$ cat config.mk
export PLATFORM = sky130hd
export DESIGN_NAME = fpu_sched
export DESIGN_NICKNAME = d
export VERILOG_FILES = /design/src/rtl/pinky_pkg.sv /design/src/rtl/fpu_op_decode.sv /design/src/rtl/fpu_sched.sv
export SDC_FILE = /design/constraint.sdc
export NUM_CORES = 1
export LEC_CHECK = 0
export BUFFER_PORTS_ARGS = -buffer_cell sky130_fd_sc_hd__buf_2
export CAP_MARGIN = 25
export CORE_AREA = 8 8 87 89
export CTS_BUF_LIST = sky130_fd_sc_hd__clkbuf_8 sky130_fd_sc_hd__clkbuf_16
export CTS_CLUSTER_DIAMETER = 200
export DETAILED_ROUTE_END_ITERATION = 6
export DIE_AREA = 0 0 95 97
export PLACE_DENSITY = 0.86
export SYNTH_ARGS = -nofsm -noshare
export SYNTH_HDL_FRONTEND = slang
export SYNTH_SLANG_ARGS = --single-unit
$ cat constraint.sdc
create_clock -name clk -period 2.9 [get_ports clk]
set_input_delay 0.29 -clock clk [delete_from_list [all_inputs] [get_ports clk]]
set_output_delay 0.29 -clock clk [all_outputs]
set_load 0.01 [all_outputs]
$ cat src/rtl/pinky_pkg.sv
// Shared definitions for the pinky pipeline: datapath widths, FPU opcodes,
// scheduler state encoding and the FPU instruction width.
package pinky_pkg;

   localparam int WORD        = 16;
   localparam int REG         = 4;
   localparam int OPC_W       = 5;
   localparam int FPU_INSTR_W = 6;

   localparam logic [OPC_W-1:0] OPitof = 5'b10010;
   localparam logic [OPC_W-1:0] OPftoi = 5'b10011;
   localparam logic [OPC_W-1:0] OPrecf = 5'b10100;
   localparam logic [OPC_W-1:0] OPmulf = 5'b10101;
   localparam logic [OPC_W-1:0] OPsubf = 5'b10110;
   localparam logic [OPC_W-1:0] OPaddf = 5'b10111;

   typedef enum logic [1:0] {
      SCH_IDLE = 2'd0,
      SCH_RUN  = 2'd1,
      SCH_WB   = 2'd2
   } sch_state_e;

endpackage

$ cat src/rtl/fpu_op_decode.sv
// Combinational opcode classifier: flags FPU opcodes and forms the FPU instr word.
// Shared with the stage-1 interlock logic.
module fpu_op_decode
   import pinky_pkg::*;
(
   input  logic [OPC_W-1:0]       opcode,
   output logic                   is_fpu,
   output logic [FPU_INSTR_W-1:0] fpu_instr
);

   // Classify the opcode; the FPU instr is the opcode zero-extended by one bit.
   always_comb begin
      is_fpu    = 1'b0;
      fpu_instr = {1'b0, opcode};
      case (opcode)
         OPitof, OPftoi, OPrecf, OPmulf, OPsubf, OPaddf: is_fpu = 1'b1;
         default:                                        is_fpu = 1'b0;
      endcase
   end

endmodule

$ cat src/rtl/fpu_sched.sv
// Issue/sequencing controller between the execute stage and the multi-cycle FPU:
// one op in flight, qualified done, watchdog, and a valid/ready writeback port.
module fpu_sched
   import pinky_pkg::*;
#(
   parameter int TIMEOUT = 15,
   parameter int CNT_W   = 4
) (
   input  logic                   clk,
   input  logic                   reset,
   input  logic                   req_valid,
   output logic                   req_ready,
   input  logic [OPC_W-1:0]       req_opcode,
   input  logic [WORD-1:0]        req_op1,
   input  logic [WORD-1:0]        req_op2,
   input  logic [REG-1:0]         req_dest,
   input  logic                   flush,
   output logic                   fpu_en,
   output logic [FPU_INSTR_W-1:0] fpu_instr,
   output logic [WORD-1:0]        fpu_op1,
   output logic [WORD-1:0]        fpu_op2,
   input  logic [WORD-1:0]        fpu_result,
   input  logic                   fpu_done,
   output logic                   wb_valid,
   input  logic                   wb_ready,
   output logic [REG-1:0]         wb_dest,
   output logic [WORD-1:0]        wb_data,
   output logic                   wb_err,
   output logic                   busy,
   output logic [REG-1:0]         busy_dest,
   output logic                   stall
);

   sch_state_e             state_q, state_d;
   logic [CNT_W-1:0]       cnt_q, cnt_d;
   logic [FPU_INSTR_W-1:0] instr_q, instr_d;
   logic [WORD-1:0]        op1_q, op1_d;
   logic [WORD-1:0]        op2_q, op2_d;
   logic [REG-1:0]         dest_q, dest_d;
   logic [WORD-1:0]        wb_data_q, wb_data_d;
   logic                   wb_err_q, wb_err_d;
   logic                   fpu_en_q, fpu_en_d;
   logic                   wb_valid_q, wb_valid_d;
   logic [REG-1:0]         busy_dest_q, busy_dest_d;

   logic                   dec_is_fpu;
   logic [FPU_INSTR_W-1:0] dec_instr;

   fpu_op_decode u_dec (
      .opcode    (req_opcode),
      .is_fpu    (dec_is_fpu),
      .fpu_instr (dec_instr)
   );

   assign req_ready = (state_q == SCH_IDLE) && !flush;
   assign busy      = (state_q != SCH_IDLE);
   assign stall     = busy || (req_valid && !req_ready);

   assign fpu_en    = fpu_en_q;
   assign fpu_instr = instr_q;
   assign fpu_op1   = op1_q;
   assign fpu_op2   = op2_q;
   assign wb_valid  = wb_valid_q;
   assign wb_dest   = dest_q;
   assign wb_data   = wb_data_q;
   assign wb_err    = wb_err_q;
   assign busy_dest = busy_dest_q;

   // Next-state and datapath latch logic for the IDLE/RUN/WB sequencer.
   always_comb begin
      state_d   = state_q;
      cnt_d     = cnt_q;
      instr_d   = instr_q;
      op1_d     = op1_q;
      op2_d     = op2_q;
      dest_d    = dest_q;
      wb_data_d = wb_data_q;
      wb_err_d  = wb_err_q;
      case (state_q)
         SCH_IDLE: begin
            if (req_valid && !flush) begin
               instr_d = dec_instr;
               op1_d   = req_op1;
               op2_d   = req_op2;
               dest_d  = req_dest;
               cnt_d   = {CNT_W{1'b0}};
               if (dec_is_fpu) begin
                  state_d = SCH_RUN;
               end else begin
                  state_d   = SCH_WB;
                  wb_err_d  = 1'b1;
                  wb_data_d = {WORD{1'b0}};
               end
            end else begin
               state_d = SCH_IDLE;
            end
         end
         SCH_RUN: begin
            cnt_d = cnt_q + CNT_W'(1);
            // cnt_q == 0 marks the first RUN cycle, where done may be left over from the previous op.
            if (flush) begin
               state_d = SCH_IDLE;
            end else if (fpu_done && (cnt_q != {CNT_W{1'b0}})) begin
               state_d   = SCH_WB;
               wb_data_d = fpu_result;
               wb_err_d  = 1'b0;
            end else if (cnt_d == CNT_W'(TIMEOUT)) begin
               state_d   = SCH_WB;
               wb_data_d = {WORD{1'b0}};
               wb_err_d  = 1'b1;
            end else begin
               state_d = SCH_RUN;
            end
         end
         SCH_WB: begin
            if (flush || wb_ready) begin
               state_d = SCH_IDLE;
            end else begin
               state_d = SCH_WB;
            end
         end
         default: begin
            state_d = SCH_IDLE;
         end
      endcase
      fpu_en_d    = (state_d == SCH_RUN);
      wb_valid_d  = (state_d == SCH_WB);
      busy_dest_d = (state_d != SCH_IDLE) ? dest_d : {REG{1'b0}};
   end

   // State and output registers; reset abandons any op in flight.
   always_ff @(posedge clk or negedge reset) begin
      if (!reset) begin
         state_q     <= SCH_IDLE;
         cnt_q       <= {CNT_W{1'b0}};
         instr_q     <= {FPU_INSTR_W{1'b0}};
         op1_q       <= {WORD{1'b0}};
         op2_q       <= {WORD{1'b0}};
         dest_q      <= {REG{1'b0}};
         wb_data_q   <= {WORD{1'b0}};
         wb_err_q    <= 1'b0;
         fpu_en_q    <= 1'b0;
         wb_valid_q  <= 1'b0;
         busy_dest_q <= {REG{1'b0}};
      end else begin
         state_q     <= state_d;
         cnt_q       <= cnt_d;
         instr_q     <= instr_d;
         op1_q       <= op1_d;
         op2_q       <= op2_d;
         dest_q      <= dest_d;
         wb_data_q   <= wb_data_d;
         wb_err_q    <= wb_err_d;
         fpu_en_q    <= fpu_en_d;
         wb_valid_q  <= wb_valid_d;
         busy_dest_q <= busy_dest_d;
      end
   end

endmodule

Word-level counts from Yosys, hierarchy flattened
Index checks and enable logic that the tools add are counted.
{"block": "totals", "register_bits": 70, "latchBits": 0, "ramBits": 0, "rom_bits": 0, "input_bits": 63, "output_inout_bits": 68, "n_memories": 0}
{"block": "op_classes", "addsub": 1, "multipliers": 0, "n_div": 0, "magnitude_cmp": 0, "eq_ne": 15, "shifts": 0, "mux": 25, "bitwise": 0, "reduce_logical": 17}
{"op": "two-way mux 16 bit", "count": 5}
{"op": "one-hot mux 16 bit (2 select lines)", "count": 1}
{"op": "== test 5 bit, second input constant", "count": 6}
{"op": "two-way mux 4 bit", "count": 4}
{"op": "two-way mux 2 bit", "count": 6}
{"op": "one-hot mux 4 bit (2 select lines)", "count": 1}
{"op": "two-way mux 1 bit", "count": 6}
{"op": "one-hot mux 2 bit (3 select lines)", "count": 1}
{"op": "nonzero test 2 bit", "count": 3}
{"op": "OR reduction 6 bit", "count": 1}
{"op": "AND reduction 5 bit", "count": 1}
{"op": "adder 4 x 1 -> 4 bit, second input constant", "count": 1}
{"op": "== test 2 x 1 -> 1 bit, second input constant", "count": 2}
{"op": "== test 2 bit, second input constant", "count": 2}
{"op": "== test 4 bit, second input constant", "count": 1}
{"op": "logical AND 1 bit", "count": 4}
{"op": "inequality test 2 bit, second input constant", "count": 2}
{"op": "AND reduction 2 bit", "count": 2}
{"op": "nonzero test 4 bit", "count": 1}
{"op": "inequality test 3 bit, second input constant", "count": 1}
{"op": "zero test 1 bit", "count": 2}
{"op": "zero test 2 bit", "count": 1}
{"op": "logical OR 1 bit", "count": 2}
{"op": "inequality test 2 x 1 -> 1 bit, second input constant", "count": 1}
{"op": "one-hot mux 1 bit (2 select lines)", "count": 1}

Depth between registers and ports, before layout
Gate-level depths: netlist (run 1).
{"block": "depth", "depth_word": 8, "ltp_mapped": 8, "ltp_nobuf": 6}

Modules after synthesis
Synthesis (run 1) repeated with hierarchy kept, for this count alone.
{"block": "hier_totals", "cells_unflattened": 201, "area_unflattened_um2": 2925.3}
{"module": "fpu_sched", "n_inst": 1, "cells_per_inst": 192, "area_each_um2": 2860.2}
{"module": "fpu_op_decode", "n_inst": 1, "cells_per_inst": 9, "area_each_um2": 65.1}

Worst setup path after synthesis (run 1)
No wires, ideal clock.
{"block": "synth_timing", "kind": "reg-to-reg", "startpoint": "register cnt_q[0]", "endpoint": "register wb_data_q[10], in the netlist wb_data[10]", "setup_time_ns": 0.122, "arrival_ns": 1.667, "t_required_ns": 2.778, "setup_slack_ns": 1.111, "path_stages_with_launch": 9, "path_buffers": 2, "period_less_slack_ns": 1.789, "path_cell_list": "dfrtp_1 inv_1 ha_1 and4b_1 a21oi_1 a311o_1 buf_6 buf_8 a32o_1"}
{"block": "synth_between", "elab_chain_len": 5, "elab_cells_between_ends": 9}
{"item": "from (decl)", "line_no": "fpu_sched.sv:35", "source": "logic [CNT_W-1:0] cnt_q, cnt_d;"}
{"item": "from (signal assigned)", "line_no": "fpu_sched.sv:135", "source": "cnt_q <= {CNT_W{1'b0}};"}
{"item": "from (signal assigned)", "line_no": "fpu_sched.sv:147", "source": "cnt_q <= cnt_d;"}
{"item": "parallel branches: the longest is 5 deep, another holds adder 4 x 1 -> 4 bit"}
{"item": "to (signal assigned)", "line_no": "fpu_sched.sv:140", "source": "wb_data_q <= {WORD{1'b0}};"}
{"item": "to (signal assigned)", "line_no": "fpu_sched.sv:152", "source": "wb_data_q <= wb_data_d;"}
{"item": "to (decl)", "line_no": "fpu_sched.sv:40", "source": "logic [WORD-1:0] wb_data_q, wb_data_d;"}
Parallel ways; which one is timed is not known. The select of a mux whose other input is x is not followed.
A chain may end at the register's enable or synchronous reset.

Final worst setup path (run 1)
{"block": "layout_timing", "startpoint": "register cnt_q[0]", "endpoint": "register wb_data_q[3], in the netlist wb_data[3]"}
The elaborated chain is that of the path after synthesis.

==> impl_metrics.ini, run 1 <==
[sta]
post-route-min-period_ns = 2.11
max_freq_mhz = 474
worst_pin_slew_ns = 0.741
finalClockSkew_ns = 0.0106
tns_ns = 0
rsz0062_at_grt = no
hold_viol_final = 0
timing.final.ws_setup_ns = 0.789
maxSlewViolCount = 0
max_slew_margin = 0.506
setup_violations = 0
post-route-period-util = 0.728
whs_ns = 0.165

[die]
std_cell_rows = 29
floorplan.initialDensity = 0.458
num_io_pins = 131
die_h_um = 97
core_area_um2 = 6200
dieArea_um2 = 9220
die_w_um = 95

[critical_path]
cp-end-kind = register
path_cells = inv_1 > ha_1 > and4b_1 > a21oi_1 > a311o_1 > a32o_1
crit_arrival_ns = 2.38
critPathSlowestCell = a311o_1
cp-start-kind = register
worstPathMaxFanout = 19
cp_slowest_stage_delay_ns = 0.68
reg2reg_depth = 6
cp.required_ns = 3.17
startpoint = cnt_q[0]
r2r_start = cnt_q[0]
worstSetupPathType = register to register

[synth]
synthCells = 197
syn-num-nets = 263
yosysTopAreaCell = dfrtp_1
synth_cell_types = 33
synth_top_area_share = 0.616
synth_area_um2 = 2840
syn_avg_cell_area_um2 = 14.4
ys_ff_latch = 70
synth_area_leaders = dfrtp_1 (62%), mux2_2 (16%), a32o_1 (5.6%)
synth-seq-area-share = 0.616
ys_warn_count = 0

[cells_and_area]
regArea_um2 = 1750
final_nets = 398
n_antenna_cell = 0
num-fill-cells = 502
drive_gt1_frac = 0.588
area_growth_pct = 33.4
multi_input_area_um2 = 985

[placement]
io_buffers = 129
hpwl_um = 5370
place_ws_ns = 0.805
routabilityCongestion = 0.822

[cts]
clk_path_buf_depth = 2
cts_sinks = 70
post_cts_buffers = 0
insertion_delay_ns = 0.33
cts_tree = yes
cts_buffers = 9
cts_resized = 0
root_buffer = clkbuf_8
cts.clk_slew.worst_paths_ns = 0.08
htreeDepth = 3

[grt]
grt_pass1_wl_um = 11400
grt_antenna_before_repair = 0
track_usage = 0.155
grt_start_max_net_pins = 30
overflow = 0
grt_pass1_vias = 2341

[drt]
ant_nets = 0
detail_route.iter0.violations = 66
dr.pass1.iters = 4
routedWlPerCell_um = 16.6
drc = 0
viasPerCell = 5.10
drt-total-wl_um = 6890
vias = 2113

[run_status]
status = finished, final reports clean

[power]
p_leak_nw = 1.93
peakVddDrop_uv = 389
powerDensity_nw_per_um2 = 693

[job]
max_cap_violations = 0

[min_path]
hp-class = input pin to register
hold_depth = 2
hold_start = fpu_result[12]
[repair_timing]
action                                 4_1_cts  5_1_grt
setup endpoints to repair                    0        0
hold buffers                                 1        0
endpoints found under the hold margin       27        0
[synthesized netlist by cell type, drive strengths merged]
| cell | count |
|---|---|
| nor4b | 1 |
| o2bb2ai | 1 |
| and4b | 1 |
| ha | 3 |
| a21o | 1 |
| inv | 6 |
| a311o | 1 |
| a21boi | 1 |
| buf | 10 |
| clkbuf | 1 |
| mux2 | 41 |
| o31ai | 2 |
| o2111ai | 1 |
| nor3 | 1 |
| o21ai | 5 |
| nand2b | 4 |
| and4 | 1 |
| nor2b | 8 |
| nand2 | 6 |
| a31oi | 1 |
| nand3 | 1 |
| a21oi | 2 |
| dfrtp | 70 |
| conb | 1 |
| o22ai | 1 |
| or2 | 2 |
| and3b | 1 |
| a32o | 16 |
| nor2 | 5 |
| a31o | 2 |
[logic make-up (layout without fill, tap and decap cells)]
group | Yosys count | in the layout | synth area share
adders and majority gates | 3 | 3 | 0.0132
muxes | 41 | 41 | 0.162
other | 1 | 1 | 0.00132
and+or+nand+nor | 31 | 31 | 0.0686
buffers and inverters | 17 | 157 | 0.0378
DFF | 70 | 70 | 0.616
AOI/OAI and AO/OA | 34 | 34 | 0.101
[flip-flops by register name (all words and copies together), names as in the netlist]
| register | cells |
|---|---|
| fpu_instr | 5 |
| wb_dest | 4 |
| fpu_op2 | 16 |
| wb_data | 16 |
| wb_valid | 1 |
| busy_dest | 4 |
| cnt_q | 4 |
| wb_err | 1 |
| state_q | 2 |
| fpu_en | 1 |
| fpu_op1 | 16 |
[stage by stage]
stage	util	power, mW	instance area [um^2]	std cells
6_report	0.611	2.63	3790	414
3_5_place_dp	0.570	1.72	3540	397
2_1_floorplan	-	1.47	2840	197
3_3_place_gp	0.570	1.70	3540	397
4_1_cts	0.611	2.67	3790	414
5_1_grt	0.611	2.78	3790	414
[metal layers]
layer  wire (um)  global-route usage
met3         771              0.0587
met2        3240               0.244
met1        2810               0.187
met4          65              0.0577
met5           0                   0
[final timing paths]
| check | endpoint | slack [ns] |
|---|---|---|
| setup / recovery | wb_data[3] | 0.79 |
| hold / removal | wb_data[12] | 0.17 |
| setup reg to reg | wb_data[3] | 0.79 |
| hold reg to reg | fpu_op1[13] | 0.50 |
| max in group asynchronous | fpu_op2[9] | 1.66 |
| min in group asynchronous | fpu_op2[0] | 0.51 |
[critical path: cells and delay by family (launching register included)]
kind	cells	cell delay, ns
and+or+nand+nor	1	0.17
DFF	1	0.46
AOI/OAI and AO/OA	3	1.11
buffers and inverters	1	0.10
adders and majority gates	1	0.21
[cells in the final DEF (no fill, tap or decap), drive strengths merged, types with 2 or more instances in the layout]
cell type and n:
inv 7, nand2 6, nand2b 4, clkinv 3
o31ai 2, ha 3, dfrtp 70, buf 134
nor2b 8, a31o 2, a32o 16, or2 2
nor2 5, a21oi 2, bufinv 3, o21ai 5
mux2 41, clkbuf 9
[report_power, final]
group	leakage [nW]	internal [mW]	switching [mW]
Combinational	0.929	0.255	0.245
Clock	0.124	0.576	0.365
Sequential	0.877	1.12	0.0734
Total	1.93	1.95	0.683
[layout make-up]
type | count | area share
Multi-Input combinational cell | 110 | 0.260
Clock inverter | 7 | 0.0320
Inverter | 6 | 0.00594
Tap cell | 77 | 0.0254
Clock buffer | 9 | 0.0327
Sequential cell | 70 | 0.462
Timing Repair Buffer | 135 | 0.183
Power figures use the tool's default switching activity.
==> run 2: changes to the inputs <==
--- a/config.mk
+++ b/config.mk
@@ -7,12 +7,12 @@
 export LEC_CHECK = 0
 export BUFFER_PORTS_ARGS = -buffer_cell sky130_fd_sc_hd__buf_2
 export CAP_MARGIN = 25
-export CORE_AREA = 8 8 87 89
+export CORE_AREA = 8 8 92 94
 export CTS_BUF_LIST = sky130_fd_sc_hd__clkbuf_8 sky130_fd_sc_hd__clkbuf_16
 export CTS_CLUSTER_DIAMETER = 200
 export DETAILED_ROUTE_END_ITERATION = 6
-export DIE_AREA = 0 0 95 97
-export PLACE_DENSITY = 0.86
+export DIE_AREA = 0 0 100 102
+export PLACE_DENSITY = 0.81
 export SYNTH_ARGS = -nofsm -noshare
 export SYNTH_HDL_FRONTEND = slang
 export SYNTH_SLANG_ARGS = --single-unit
==> constraint.sdc (replaced) <==
create_clock -name clk -period 1.7 [get_ports clk]
set_input_delay 0.17 -clock clk [delete_from_list [all_inputs] [get_ports clk]]
set_output_delay 0.17 -clock clk [all_outputs]
set_load 0.01 [all_outputs]
==> impl_metrics.ini, run 2 (synthesis results as in run 1) <==
[critical_path]
reg2reg_to = wb_data[14]
r2r_start = cnt_q[0]
cp-start-kind = register
worstPathMaxFanout = 19
reg2reg_slack_ns = -0.05
cp.required_ns = 1.92
cp-end-kind = register
worstSetupPathType = register to register
crit_arrival_ns = 1.97
reg2reg_depth = 7

[die]
dieArea_um2 = 10200
floorplan.initialDensity = 0.403
die_h_um = 102
std_cell_rows = 31
die_w_um = 100
num_io_pins = 131
core_area_um2 = 7060

[min_path]
hp-class = input pin to register
hold_start = fpu_result[1]
hold_end = wb_data[1]
hold_depth = 2

[sta]
post-route-period-util = 1.03
whs_ns = 0.0503
max_freq_mhz = 572
hold_viol_final = 0
maxSlewViolCount = 0
timing.final.ws_setup_ns = -0.0492
setup_violations = 16
rsz0062_at_grt = yes
finalClockSkew_ns = 0.00463
post-route-min-period_ns = 1.75

[power]
seq_power_share = 0.495
netSwitchingFraction = 0.274
peakVddDrop_uv = 720
combPwrFrac = 0.219
clock_power_share = 0.286
power.internal_mw = 2.96
p_leak_nw = 1.96
total_power_mw = 4.08
powerDensity_nw_per_um2 = 1050
power.switching_mw = 1.12

[cts]
clk_path_buf_depth = 2
cts_buffers = 9
cts_tree = yes
htreeDepth = 3
root_buffer = clkbuf_8
cts_sinks = 70
insertion_delay_ns = 0.33
cts.clk_slew.worst_paths_ns = 0.07

[cells_and_area]
fin_area_um2 = 3870
drive_gt1_frac = 0.603
utilization = 0.548
final_nets = 407
area_growth_pct = 36.1
n_antenna_cell = 0
layout.cells.most_common_list = buf_2 (129), dfrtp_1 (69), mux2_2 (41)
final_common_cell = buf_2

[placement]
place_ws_ns = -0.192
routabilityCongestion = 0.722
place_area_um2 = 3640
hpwl_um = 5380
io_buffers = 129

[grt]
track_usage = 0.138
grt_pass1_vias = 2312
grtUsageMet1 = 0.151
grt-busiest-layer = met2
grt_antenna_before_repair = 0
grt_use_met3 = 0.0599
grt_start_max_net_pins = 45
grt_pass1_wl_um = 11200
met2_usage = 0.233
overflow = 0

[run_status]
status = finished with violations
violations = negative setup slack

[drt]
vias = 2117
routedWlPerCell_um = 15.5
drc = 0
detail_route.iter0.violations = 66
drt-total-wl_um = 6870
viasPerCell = 4.77
ant_nets = 0
dr.pass1.iters = 4

[job]
max_cap_violations = 0
## run 2: cell type report
class	instances	area, um^2
inverter	6	22.5
sequential	70	1750
clock inverter	4	22.5
tap	99	124
multi-input combinational	110	991
clock buffer	11	151
fill	639	3190
timing repair buffer	144	806
## run 2: power groups by stage
stage	sequential, mW	combinational (mW)	clock [mW]
detailed placement	2.05	0.906	0
finish	2.02	0.896	1.17
global placement	2.04	0.884	0
global route	2.05	0.991	1.27
floorplan	2.17	0.331	0
CTS	2.02	0.913	1.22
## run 2: metrics by stage
step | TNS, ns | std cells
floorplan | -0.623 | 197
global placement | -2.00 | 425
detailed placement | -3.00 | 425
CTS | -0.588 | 441
global route | -1.70 | 444
finish | -0.574 | 444
## run 2: worst max path at each step
stage / slack (ns) / start / depth (start not counted) / to
finish: -0.05 / cnt_q[0] / 7 / wb_data[14]
global route: -0.12 / cnt_q[0] / 6 / wb_data[14]
CTS: -0.05 / cnt_q[0] / 7 / wb_data[15]
detailed placement: -0.19 / cnt_q[0] / 6 / wb_data[13]
global placement: -0.12 / cnt_q[0] / 6 / wb_data[12]
floorplan: -0.09 / cnt_q[0] / 8 / wb_data[10]
## run 2: critical path: stages, from the launching register on
cell and delay [ns]:
dfrtp_1 0.40, inv_2 0.07, ha_1 0.15, and4b_1 0.18, a21oi_1 0.05, a311o_1 0.36
buf_12 0.17, a32o_1 0.25
## run 2: per-layer routing
layer / share of wire / vias up
met3: 0.11 / 8
met2: 0.50 / 102
met4: 0.013 / 0
met1: 0.38 / 1009
li1: - / 998
met5: 0 / -
## run 2: timing repair
item                                   in CTS  in global routing
endpoints found under the hold margin      13                  0
hold buffers                                1                  0
setup endpoints to repair                  17                 28
resized for setup                           2                  3
setup buffers                               0                  3
